--- config.mk ---
export PLATFORM = sky130hd
export DESIGN_NAME = uart_program_loader
export DESIGN_NICKNAME = d
export VERILOG_FILES = /design/src/rtl/uart_program_loader.sv
export SDC_FILE = /design/constraint.sdc
export NUM_CORES = 1
export LEC_CHECK = 0
export ABC_CLOCK_PERIOD_IN_PS = 2390
export CAP_MARGIN = 20
export CORE_MARGIN = 8
export CORE_UTILIZATION = 35
export CTS_CLUSTER_SIZE = 14
export DETAILED_ROUTE_END_ITERATION = 8
export DONT_BUFFER_PORTS = 1
export SLEW_MARGIN = 20
export SYNTH_ARGS = -nofsm -noshare
export SYNTH_HDL_FRONTEND = slang
export SYNTH_SLANG_ARGS = --single-unit
--- constraint.sdc ---
create_clock -name clk -period 2.39 [get_ports clk]
set_input_delay 0.478 -clock clk [delete_from_list [all_inputs] [get_ports clk]]
set_output_delay 0.478 -clock clk [all_outputs]
set_load 0.005 [all_outputs]
--- src/rtl/uart_program_loader.sv ---
// Boot loader: pulls bytes from the UART RX FIFO, assembles little-endian words,
// and writes a length-prefixed program to memory. Optional checksum: UART_LOADER_CHECKSUM_EN.
module uart_program_loader #(
  parameter int unsigned ADDR_W = 14
) (
  input  logic              clk,
  input  logic              rstn,
  input  logic              start,
  input  logic [7:0]        fifo_dout,
  input  logic              fifo_empty,
  output logic              fifo_rd_en,
  output logic              w_valid,
  input  logic              w_ready,
  output logic [ADDR_W-1:0] w_addr,
  output logic [31:0]       w_data,
  output logic              busy,
  output logic              done,
  output logic              len_err
`ifdef UART_LOADER_CHECKSUM_EN
  ,
  output logic              csum_err
`endif
);

  localparam int unsigned CNT_W   = ADDR_W + 1;
  localparam logic [31:0] MAX_LEN = 32'(64'd1 << ADDR_W);

  localparam logic [2:0] ST_IDLE = 3'd0;
  localparam logic [2:0] ST_LEN  = 3'd1;
  localparam logic [2:0] ST_DATA = 3'd2;
  localparam logic [2:0] ST_DONE = 3'd3;
`ifdef UART_LOADER_CHECKSUM_EN
  localparam logic [2:0] ST_CSUM = 3'd4;
  localparam logic [2:0] ST_TAIL = ST_CSUM;
`else
  localparam logic [2:0] ST_TAIL = ST_DONE;
`endif

  logic [2:0]       state_q, state_d;
  logic [1:0]       byte_idx_q, byte_idx_d;
  logic [23:0]      shreg_q, shreg_d;
  logic [CNT_W-1:0] len_q, len_d;
  logic [CNT_W-1:0] addr_q, addr_d;
  logic             w_valid_q, w_valid_d;
  logic [31:0]      w_data_q, w_data_d;
  logic             busy_q, busy_d;
  logic             done_q, done_d;
  logic             len_err_q, len_err_d;
`ifdef UART_LOADER_CHECKSUM_EN
  logic [31:0]      sum_q, sum_d;
  logic             csum_err_q, csum_err_d;
`endif

  logic             pop_state;
  logic             byte_last;
  logic [31:0]      word_next;
  logic [CNT_W-1:0] addr_inc;

  // States in which the head byte is consumed.
  always_comb begin
    pop_state = (state_q == ST_LEN) | ((state_q == ST_DATA) & ~w_valid_q);
`ifdef UART_LOADER_CHECKSUM_EN
    pop_state = pop_state | (state_q == ST_CSUM);
`endif
  end

  assign fifo_rd_en = ~fifo_empty & pop_state;
  assign byte_last  = fifo_rd_en & (byte_idx_q == 2'd3);
  // New bytes enter at the top so the first byte ends up as the LSB.
  assign word_next  = {fifo_dout, shreg_q};
  assign addr_inc   = addr_q + CNT_W'(1);

  always_comb begin
    state_d    = state_q;
    byte_idx_d = byte_idx_q;
    shreg_d    = shreg_q;
    len_d      = len_q;
    addr_d     = addr_q;
    w_valid_d  = w_valid_q;
    w_data_d   = w_data_q;
    len_err_d  = len_err_q;
`ifdef UART_LOADER_CHECKSUM_EN
    sum_d      = sum_q;
    csum_err_d = csum_err_q;
`endif

    if (fifo_rd_en) begin
      shreg_d    = word_next[31:8];
      byte_idx_d = byte_idx_q + 2'd1;
    end

    case (state_q)
      ST_IDLE, ST_DONE: begin
        if (start) begin
          state_d    = ST_LEN;
          byte_idx_d = 2'd0;
          shreg_d    = 24'd0;
          len_d      = '0;
          addr_d     = '0;
          len_err_d  = 1'b0;
`ifdef UART_LOADER_CHECKSUM_EN
          sum_d      = 32'd0;
          csum_err_d = 1'b0;
`endif
        end
      end
      ST_LEN: begin
        if (byte_last) begin
          if (word_next == 32'd0) begin
            state_d = ST_TAIL;
          end else if (word_next > MAX_LEN) begin
            len_err_d = 1'b1;
            state_d   = ST_DONE;
          end else begin
            len_d   = word_next[CNT_W-1:0];
            state_d = ST_DATA;
          end
        end
      end
      ST_DATA: begin
        if (byte_last) begin
          w_valid_d = 1'b1;
          w_data_d  = word_next;
        end else if (w_valid_q && w_ready) begin
          w_valid_d = 1'b0;
          addr_d    = addr_inc;
`ifdef UART_LOADER_CHECKSUM_EN
          sum_d     = sum_q + w_data_q;
`endif
          if (addr_inc == len_q) state_d = ST_TAIL;
        end
      end
`ifdef UART_LOADER_CHECKSUM_EN
      ST_CSUM: begin
        if (byte_last) begin
          csum_err_d = (word_next != sum_q);
          state_d    = ST_DONE;
        end
      end
`endif
      default: state_d = ST_IDLE;
    endcase

    busy_d = (state_d == ST_LEN) | (state_d == ST_DATA);
`ifdef UART_LOADER_CHECKSUM_EN
    busy_d = busy_d | (state_d == ST_CSUM);
`endif
    done_d = (state_d == ST_DONE);
  end

  always_ff @(posedge clk or negedge rstn) begin
    if (!rstn) begin
      state_q    <= ST_IDLE;
      byte_idx_q <= 2'd0;
      shreg_q    <= 24'd0;
      len_q      <= '0;
      addr_q     <= '0;
      w_valid_q  <= 1'b0;
      w_data_q   <= 32'd0;
      busy_q     <= 1'b0;
      done_q     <= 1'b0;
      len_err_q  <= 1'b0;
`ifdef UART_LOADER_CHECKSUM_EN
      sum_q      <= 32'd0;
      csum_err_q <= 1'b0;
`endif
    end else begin
      state_q    <= state_d;
      byte_idx_q <= byte_idx_d;
      shreg_q    <= shreg_d;
      len_q      <= len_d;
      addr_q     <= addr_d;
      w_valid_q  <= w_valid_d;
      w_data_q   <= w_data_d;
      busy_q     <= busy_d;
      done_q     <= done_d;
      len_err_q  <= len_err_d;
`ifdef UART_LOADER_CHECKSUM_EN
      sum_q      <= sum_d;
      csum_err_q <= csum_err_d;
`endif
    end
  end

  assign w_valid = w_valid_q;
  assign w_addr  = addr_q[ADDR_W-1:0];
  assign w_data  = w_data_q;
  assign busy    = busy_q;
  assign done    = done_q;
  assign len_err = len_err_q;
`ifdef UART_LOADER_CHECKSUM_EN
  assign csum_err = csum_err_q;
`endif

endmodule

# Word-level counts from Yosys, hierarchy flattened
# Index checks and enable logic that the tools add are counted.
[op_classes] add_sub_neg=2 multipliers=0 div_mod_pow=0 n_lt_le_gt_ge=1 n_eq_ne=15 n_shift=0 n_mux=29 bitwise_logic=7 n_reduce_logical=12
[ops] cell="15-bit 2-to-1 mux" count=6
[ops] cell="24-bit 2-to-1 mux" count=3
[ops] cell="15-bit case mux with 2 select lines" count=2
[ops] cell="32-bit by 15-bit greater-than comparator with 1-bit output, second input constant" count=1
[ops] cell="32-bit zero test" count=1
[ops] cell="15-bit by 1-bit adder with 15-bit output, second input constant" count=1
[ops] cell="15-bit == test" count=1
[ops] cell="3-bit 2-to-1 mux" count=5
[ops] cell="3-bit by 2-bit == test with 1-bit output, second input constant" count=4
[ops] cell="2-bit != test, second input constant" count=5
[ops] cell="5-bit AND reduction" count=2
[ops] cell="3-bit case mux with 3 select lines" count=1
[ops] cell="1-bit 2-to-1 mux" count=8
[ops] cell="3-bit by 1-bit == test with 1-bit output, second input constant" count=2
[ops] cell="2-bit 2-to-1 mux" count=3
[ops] cell="2-bit nonzero test" count=3
[ops] cell="2-bit by 1-bit != test with 1-bit output, second input constant" count=2
[ops] cell="2-bit AND reduction" count=2
[ops] cell="4-bit AND reduction" count=1
[ops] cell="1-bit AND" count=3
[ops] cell="3-bit zero test" count=1
[ops] cell="2-bit by 1-bit adder with 2-bit output, second input constant" count=1
[ops] cell="2-bit == test, second input constant" count=1
[ops] cell="1-bit inverter" count=2
[ops] cell="other kinds (4)" count=5
[word_totals] register_bits=95 latchBits=0 mem_bits_rw=0 romBits=0 output_inout_bits=51 memories=0

# Longest topological paths before layout
# Gate-level depths: netlist of run 1.
[depth] ltp_word=9 mapped_depth=8

# Worst setup path before layout of run 1
# OpenSTA, ideal clock, no wires.
[synth_path] kind="register -> register" startpoint="reg addr_q[0]" endpoint="reg busy_q, in the netlist busy" setup_time_ns=0.120 arrival_time_ns=2.136 setup_slack_ns=0.133 path_stages_with_launch=8 path_buffers=0 cell_sequence="dfrtp_1 -> ha_1 -> nand3_1 -> nor3_2 -> nor4b_1 -> o221ai_1 -> or4_4 -> o211a_1"
[synth_between] elab_chain_len=8
[synth_lines] item="start, declared" line="43" source="logic [CNT_W-1:0] addr_q, addr_d;"
[synth_lines] item="start signal, assigned" line="172" source="addr_q <= addr_d;"
[synth_lines] item="15-bit by 1-bit adder with 15-bit output *" line="71" source="assign addr_inc = addr_q + CNT_W'(1);"
[synth_lines] item="15-bit == test *" line="130" source="if (addr_inc == len_q) state_d = ST_TAIL;"
[synth_lines] item="3-bit 2-to-1 mux *" line="130"
[synth_lines] item="3-bit 2-to-1 mux *" line="124" source="end else if (w_valid_q && w_ready) begin"
[synth_lines] item="3-bit 2-to-1 mux *" line="121" source="if (byte_last) begin"
[synth_lines] item="3-bit case mux with 3 select lines *" line="92" source="case (state_q)"
[synth_lines] item="3-bit by 1-bit == test with 1-bit output / 3-bit by 2-bit == test with 1-bit output (equally long branches)" line="144" source="busy_d = (state_d == ST_LEN) | (state_d == ST_DATA);"
[synth_lines] item="1-bit OR *" line="144"
[synth_lines] item="named net busy_d" line="46" source="logic busy_q, busy_d;"
[synth_lines] item="end signal, assigned" line="175" source="busy_q <= busy_d;"
[synth_lines] item="end, declared" line="46"
# The timed path passes the listed nets; every way through them passes the cells marked *.
# A chain may end at the register's enable or synchronous reset.

# Worst setup path after layout of run 1
# Ends and elaborated chain as after synthesis.

==> flow_summary.yaml, run 1 <==
outcome:
  outcome: "complete, but fails checks"
  failed_checks: "hold timing"
timing:
  worst_hold_slack_ns: -0.172
  tns_ns: 0
  post-route-period-util_pct: 94.3
  final_hold_viol_count: 95
  grt_setup_unrepaired: "no"
  slew_headroom_pct: 59.2
  fmax_mhz: 444
  setup_viol: 0
  final_max_slew_viol_count: 0
  fin_skew_ns: 0.00870
  layout_setup_ws_ns: 0.137
  period_minus_slack_ns: 2.25
  worst_slew_pin_slew_ns: 0.610
routing:
  ant_nets: 0
  routed_via_density: 5.13
  dr.pass1.iters: 4
  dr_total_vias: 3239
  routed_wl_mm: 11.0
  route.detailed.drc: 0
  wire_per_inst_um: 17.4
  drtIter0Drc: 171
synth:
  synth_seq_cells: 95
  ys_seq_area_share_pct: 50.7
  avgSynthCellArea_sq_um: 10.7
  synthAdderAreaFrac_pct: 0.747
  postSynthCellCount: 439
  syn_nets: 454
  synth_cell_types: 60
  synthMuxAreaShare_pct: 16.2
  synthXorXnorAreaFrac_pct: 3.36
  synth-simple-area-share_pct: 14.8
  synth_top_family_by_area: "multiplexers"
  synthArstFlopShare_pct: 100
  ys.warnings.count: 0
  netlist_area_sq_mm: 0.00469
  dominantRegCellSynth: "dfrtp_1"
  synth-edff-count: 0
  synth-compound-area-share_pct: 7.82
critical_path:
  reg2reg_slack_ns: 0.14
  worstPathMaxFanout: 6
  critPathTopFamily: "simple AND/OR/NAND/NOR gates"
  timing.critical_path.arrival_ns: 2.48
  crit_buf_inv: 0
  worst_path_largest_cell_delay_ns: 0.47
  cp_data_required_time_ns: 2.62
  worstSetupEndpointType: "flop"
  rr_startpoint: "addr_q[0]"
  worstSetupPathType: "flop to flop"
  start_kind: "flop"
  crit_chain: "ha_1 > nand3_1 > nor3_2 > nor4b_1 > o221ai_1 > or4_4 > o211a_1"
  timing.rr.end: "busy"
  reg2regPathDepth: 7
  slowest_stage: "dfrtp_1"
floorplan:
  fp.dieArea_sq_mm: 0.0174
  coreArea_sq_mm: 0.0131
  die_y_um: 132
  die_w_um: 132
  ios: 64
  start_util_pct: 35.7
  rows: 42
power_and_ir_drop:
  power.leakage_uw: 0.00266
  powerDensity_mw_per_mm2: 606
  power_uw: 3220
  peakVddDrop_mv: 0.370
  internal_power_uw: 2470
  pwr-share-seq_pct: 52.5
  power_switching_share_pct: 23.5
  pwr-share-clk_pct: 42.3
  p_comb_share_pct: 5.1
  switching_power_uw: 758
layout:
  final_common_cell: "dfrtp_1"
  seqCellArea_sq_mm: 0.00238
  antennaDiodeCount: 0
  drive_above_1_share_pct: 21.9
  mostFrequentLayoutCells: "95 x dfrtp_1, 46 x nor2_1, 40 x mux2i_1"
  nFillCells: 1287
  fin_nets: 466
  multi_input_area_sq_mm: 0.00208
  final_cells: 632
  fin_util_pct: 40.5
  areaGrowthSynthToFinish_pct: 13.5
placed_design:
  dp_slack_ns: 0.0622
  dp_hpwl_mm: 7.92
  gp_congestion: 0.861
  portBuffers: 0
  place_inst: 614
grt:
  antenna_found_initial: 0
  overflow: 0
  grtUsageTotal_pct: 13.3
  grt_start_max_net_pins: 96
  first_global_vias: 3407
  grt_pass1_wl_mm: 18.5
clock_tree:
  root_buffer: "clkbuf_16"
  htree_num_levels: 3
  clk_pin_slew_worst_paths_ns: 0.07
  ctsLongestPathBuffers: 2
  cts_tree: "built"
  clock_latency_ns: 0.34
  cts_buffers: 9
  clock-sinks: 95
flow_run:
  drv_cap: 0
hold_path:
  hp-class: "input port to asynchronous set/reset pin"
==> state kept, by name (all words and copies together), names as in the netlist <==
register,flops
w_data,32
done,1
busy,1
state_q,3
w_valid,1
addr_q,15
len_q,15
byte_idx_q,2
len_err,1
shreg_q,24
==> worst reg2reg max path: cells and delay by family, from the launching register on <==
| kind | cells | cell delay [ns] |
|---|---|---|
| AND/OR/NAND/NOR | 4 | 1.04 |
| adder cells (fa/ha/maj) | 1 | 0.22 |
| AO/OA/AOI/OAI | 2 | 0.41 |
| flip-flops | 1 | 0.47 |
==> power by group through the flow <==
stage	sequential [uW]	combinational, uW	clock, uW
6_report	1690	165	1370
5_1_grt	1700	187	1460
4_1_cts	1690	164	1410
3_5_place_dp	1720	163	0
3_3_place_gp	1720	159	0
2_1_floorplan	1710	116	0
==> per-stage QoR <==
stage               instance area [sq um]  hold slack [ns]
floorplan                            4690            0.182
global placement                     4990            0.188
detailed placement                   4990            0.188
CTS                                  5280           -0.187
global route                         5320           -0.191
finish                               5320           -0.172
==> how the worst max path moves through the flow <==
stage | endpoint | cells after the start | from
floorplan | busy | 7 | addr_q[0]
global placement | busy | 6 | fifo_dout[6]
detailed placement | len_q[9] | 6 | fifo_dout[6]
CTS | len_q[9] | 6 | shreg_q[17]
global route | busy | 6 | addr_q[2]
finish | busy | 7 | addr_q[0]
==> final cells by class <==
type,count,share of cell area (%)
inverter,24,1.69
clock buffer,11,4.56
timing repair buffer,35,5.17
sequential,95,44.7
clock inverter,5,0.776
tap,176,4.14
multi-input combinational,286,39.0
==> synth_stat cells, types with 7 or more instances <==
master | number | share of area [%]
nand3_1 | 9 | 0.96
nand4_1 | 7 | 0.93
nand2_1 | 33 | 2.6
xnor2_1 | 12 | 2.2
a21oi_1 | 9 | 0.96
nor4_1 | 7 | 0.93
buf_4 | 16 | 2.6
clkbuf_1 | 8 | 0.64
inv_1 | 24 | 1.9
mux2_2 | 32 | 7.7
o21ai_1 | 9 | 0.96
o21ai_0 | 16 | 1.7
nor2_1 | 46 | 3.7
mux2i_1 | 40 | 8.5
dfrtp_1 | 95 | 51
==> cell families (layout without fill, tap and decap cells) <==
family	after synthesis	count (layout)
other cells	1	1
mux	72	72
simple gates	134	134
xor+xnor	18	18
compound gates	58	58
fa+ha+maj	3	3
buf+inv	58	75
flops	95	95
==> timing repair <==
| item | in CTS | in global routing |
|---|---|---|
| gates resized for setup | 0 | 5 |
| endpoints found under the setup margin | 0 | 16 |
| buffers inserted | 0 | 2 |
| endpoints found under the hold margin | 95 | 95 |
==> metal layers <==
| metal | part of all wire [%] | up-vias | GRT usage, % |
|---|---|---|---|
| met5 | 0 | - | 0 |
| met4 | 1.3 | 0 | 4.53 |
| met3 | 8.5 | 9 | 5.56 |
| met2 | 46 | 85 | 20.4 |
| met1 | 44 | 1602 | 16.5 |
| li1 | - | 1543 | - |
(Power assumes the default switching activity.)
==> run 2: changes to the inputs <==
- ABC_CLOCK_PERIOD_IN_PS: 2390 -> 2300
- clock period: 2.39 -> 2.3 ns (I/O delays scaled with it)
==> run 2 against run 1 <==
- fmax grew 0.70%
- hold slack lost 0.0096 ns
- combinational power grew 18%
- sequential share of layout area shrank 1.1 points
- the flow still finishes with violations (hold timing)
- design area grew 2.5%
- sequential power grew 4%
- final cell count grew 1.6%
- worst setup slack lost 0.074 ns
- clock skew shrank 0.0015 ns
- clock-buffer cell count is the same
- highest routed layer unchanged
==> flow_summary.yaml, run 2 (synthesis gave the netlist of run 1 again) <==
outcome:
  outcome: "complete, but fails checks"
  failed_checks: "hold timing"
floorplan:
  fp.dieArea_sq_mm: 0.0174
  rows: 42
  die_y_um: 132
  start_util_pct: 35.7
  die_w_um: 132
  coreArea_sq_mm: 0.0131
  ios: 64
layout:
  areaGrowthSynthToFinish_pct: 16.4
  antennaDiodeCount: 0
  drive_above_1_share_pct: 24.2
  largest_register_ffs: 32
  postLayoutCellArea_sq_mm: 0.00546
  final_cells: 642
  mostFrequentLayoutCells: "94 x dfrtp_1, 46 x nor2_1, 43 x buf_4"
  final_common_cell: "dfrtp_1"
  fin_nets: 477
clock_tree:
  cts_buffers: 9
  clock_latency_ns: 0.34
  root_buffer: "clkbuf_16"
  htree_num_levels: 3
  cts_tree: "built"
  clk_pin_slew_worst_paths_ns: 0.06
  ctsLongestPathBuffers: 2
  clock-sinks: 95
timing:
  final_max_slew_viol_count: 0
  setup_viol: 0
  worst_hold_slack_ns: -0.182
  post-route-period-util_pct: 97.3
  period_minus_slack_ns: 2.24
  fin_skew_ns: 0.00718
  final_hold_viol_count: 95
  fmax_mhz: 447
grt:
  grtUsageTotal_pct: 13.2
  antenna_found_initial: 0
  grt_start_max_net_pins: 96
  grt_pass1_wl_mm: 18.4
  overflow: 0
  first_global_vias: 3411
power_and_ir_drop:
  power.leakage_uw: 0.00273
  internal_power_uw: 2650
  power_uw: 3410
  pwr-share-clk_pct: 42.7
  power_switching_share_pct: 22.2
  peakVddDrop_mv: 0.359
  p_comb_share_pct: 5.7
  powerDensity_mw_per_mm2: 625
  switching_power_uw: 758
  pwr-share-seq_pct: 51.5
routing:
  ant_nets: 0
  routed_wl_mm: 11.1
  dr_total_vias: 3304
  route.detailed.drc: 0
  drtIter0Drc: 170
  dr.pass1.iters: 4
  routed_via_density: 5.15
  wire_per_inst_um: 17.3
critical_path:
  worstSetupPathType: "flop to flop"
  start_kind: "flop"
  timing.critical_path.arrival_ns: 2.46
  cp_data_required_time_ns: 2.53
  worstPathMaxFanout: 4
  worstSetupEndpointType: "flop"
flow_run:
  drv_cap: 0
placed_design:
  dp_hpwl_mm: 7.95
  place_inst: 623
  gp_congestion: 0.815
  placed_area_sq_mm: 0.00508
  portBuffers: 0
hold_path:
  hp-class: "input port to asynchronous set/reset pin"
-- run 2: path summary, 6_finish.rpt --
kind,start,to,slack (ns),cells after the start
max in group asynchronous,rstn,w_data[1],2.31,0
worst min-delay path,rstn,done,-0.18,0
min in group clk,fifo_dout[2],w_data[26],0.27,1
worst min register to register,byte_idx_q[1],byte_idx_q[1],0.54,2
worst max register to register,shreg_q[21],busy,0.06,6
worst max-delay path,shreg_q[21],busy,0.06,6
-- run 2: area by class of cell --
cell class | count | area (sq um)
fillers | 1284 | 7680
flip-flops and latches | 95 | 2380
multi-input cells | 286 | 2100
repair buffers | 46 | 383
clock buffers | 11 | 233
well taps | 176 | 220
inverters | 24 | 90.1
clock inverters | 4 | 56.3
-- run 2: worst max-delay path: stages, from the launching register on --
cell	delay, ns
dfrtp_1	0.43
nor4_2	0.26
nand4_1	0.14
or4_4	0.45
or4_4	0.54
a21o_1	0.20
o211a_1	0.11
-- run 2: what timing repair did --
item                                    4_1_cts  5_1_grt
endpoints found under the setup margin        1       17
gates resized for setup                       1       10
hold endpoints to repair                     95       95
pin swaps                                     0        1
buffers inserted                              0        4
-- run 2: stage by stage --
| step | TNS (ns) | setup slack, ns | utilization [%] |
|---|---|---|---|
| final | 0 | 0.0629 | 41.5 |
| after global routing | -0.00714 | -0.00714 | 41.5 |
| after CTS | 0 | 0.0424 | 41.0 |
| after detailed placement | -0.000735 | -0.000735 | 38.7 |
| after global placement | 0 | 0.0368 | 38.7 |
| after floorplan | 0 | 0.0434 | - |
-- run 2: per-layer routing --
layer	vias up	part of all wire (%)	GRT usage (%)
li1	1557	-	-
met1	1645	43	16.0
met2	85	47	20.7
met3	17	8.6	5.91
met4	0	1.6	3.77
met5	-	0	0
-- run 2: power groups by stage --
stage          Combinational (uW)  Clock (uW)  Sequential, uW
2_1_floorplan                 121           0            1770
4_1_cts                       189        1500            1750
3_5_place_dp                  187           0            1790
6_report                      195        1460            1760
3_3_place_gp                  181           0            1780
5_1_grt                       217        1570            1760
==> run 3: changes to the inputs <==
- CORE_MARGIN: 8 -> 4
==> run 3 against run 2 <==
- the run still ends with hold timing left
- fmax down 0.69%
- routed wire length down 3.9%
- flip-flop and latch count unchanged
- sequential share of layout area up 0.37 points
- via count up 0.27%
- sequential power about the same
- critical endpoint unchanged
==> flow_summary.yaml, run 3 (synthesis gave the netlist of run 1 again) <==
floorplan:
  fp.dieArea_sq_mm: 0.0153
  start_util_pct: 35.5
  ios: 64
  die_y_um: 124
  rows: 42
  coreArea_sq_mm: 0.0132
  die_w_um: 124
power_and_ir_drop:
  powerDensity_mw_per_mm2: 615
  power_switching_share_pct: 23.7
  p_comb_share_pct: 6.0
  pwr-share-seq_pct: 52.7
  internal_power_uw: 2540
  peakVddDrop_mv: 0.495
  switching_power_uw: 788
  pwr-share-clk_pct: 41.3
  power_uw: 3330
  power.leakage_uw: 0.00271
critical_path:
  crit_buf_inv: 0
  cp_data_required_time_ns: 2.52
  worstSetupEndpointType: "flop"
  start_kind: "flop"
  crit_chain: "nor4_2 > nand4_1 > or4_4 > or4_4 > a21o_1 > o211a_1"
  crit_top_cell: "or4_4"
  worstPathMaxFanout: 3
  slowest_stage: "or4_4"
  worst_path_largest_cell_delay_ns: 0.55
  critPathTopFamily: "simple AND/OR/NAND/NOR gates"
  timing.critical_path.arrival_ns: 2.48
  worstSetupPathType: "flop to flop"
timing:
  final_hold_viol_count: 95
  final_max_slew_viol_count: 0
  fin_skew_ns: 0.00816
  worst_hold_slack_ns: -0.183
  fmax_mhz: 444
  setup_viol: 0
  tns_ns: 0
  layout_setup_ws_ns: 0.0475
  period_minus_slack_ns: 2.25
  post-route-period-util_pct: 97.9
  grt_setup_unrepaired: "yes"
routing:
  drtIter0Drc: 208
  routed_wl_mm: 10.6
  dr_total_vias: 3313
  routed_via_density: 5.20
  wire_per_inst_um: 16.7
  route.detailed.drc: 0
  dr.pass1.iters: 4
  ant_nets: 0
grt:
  overflow: 0
  grtUsageTotal_pct: 14.8
  grt_pass1_wl_mm: 17.6
  grt_start_max_net_pins: 96
  antenna_found_initial: 0
  first_global_vias: 3249
outcome:
  outcome: "complete, but fails checks"
  failed_checks: "hold timing"
flow_run:
  drv_cap: 0
layout:
  final_common_cell: "dfrtp_1"
  antennaDiodeCount: 0
  fin_nets: 472
  mostFrequentLayoutCells: "94 x dfrtp_1, 46 x nor2_1, 38 x mux2i_1"
  drive_above_1_share_pct: 23.6
  fin_util_pct: 41.0
  areaGrowthSynthToFinish_pct: 15.4
  final_cells: 637
  largest_register_ffs: 32
clock_tree:
  root_buffer: "clkbuf_16"
  clk_pin_slew_worst_paths_ns: 0.07
  clock-sinks: 95
  cts_buffers: 9
  clock_latency_ns: 0.34
  ctsLongestPathBuffers: 2
  htree_num_levels: 3
  post-cts-setup-buffer-count: 0
  cts_tree: "built"
placed_design:
  dp_slack_ns: -0.0491
  portBuffers: 0
  gp_congestion: 0.898
  dp_hpwl_mm: 7.68
  place_inst: 622
hold_path:
  hp-class: "input port to asynchronous set/reset pin"
==> run 3: layout make-up <==
| cell class | instances | area [sq um] |
|---|---|---|
| Multi-Input combinational cell | 286 | 2100 |
| Tap cell | 176 | 220 |
| Sequential cell | 95 | 2380 |
| Clock inverter | 6 | 43.8 |
| Fill cell | 1280 | 7780 |
| Timing Repair Buffer | 41 | 349 |
| Clock buffer | 9 | 225 |
| Inverter | 24 | 90.1 |
==> run 3: power groups by stage <==
| stage | Combinational (uW) | Sequential (uW) | Clock, uW |
|---|---|---|---|
| 5_1_grt | 222 | 1760 | 1480 |
| 3_3_place_gp | 188 | 1780 | 0 |
| 3_5_place_dp | 194 | 1780 | 0 |
| 4_1_cts | 196 | 1750 | 1410 |
| 2_1_floorplan | 121 | 1770 | 0 |
| 6_report | 200 | 1750 | 1370 |
==> run 3: final timing paths <==
path / start / endpoint / slack (ns) / depth (start not counted)
setup / recovery: shreg_q[17] / busy / 0.05 / 6
hold / removal: rstn / done / -0.18 / 0
setup reg to reg: shreg_q[17] / busy / 0.05 / 6
hold reg to reg: byte_idx_q[1] / byte_idx_q[1] / 0.53 / 2
max in group asynchronous: rstn / shreg_q[9] / 2.32 / 0
min in group clk: fifo_dout[5] / w_data[29] / 0.26 / 1
==> run 3: per-layer routing <==
layer  up-vias  wire, um  part of all wire, %  global-route usage [%]
met5         -         0                    0                       0
met4         0       171                  1.6                    4.84
met3        11       934                  8.8                    5.81
met2       108      4830                   45                    22.3
met1      1636      4710                   44                    19.4
li1       1558         -                    -                       -
==> run 3: repair_timing <==
item	CTS	global route
hold endpoints to repair	95	95
endpoints found under the setup margin	1	17
resized for setup	2	9
pin swaps	0	4
==> run 3: metrics by stage <==
stage                     hold WS, ns  area, sq um
after detailed placement        0.169         5080
after CTS                      -0.199         5360
after global routing           -0.199         5410
after global placement          0.168         5080
after floorplan                 0.164         4690
final                          -0.183         5410
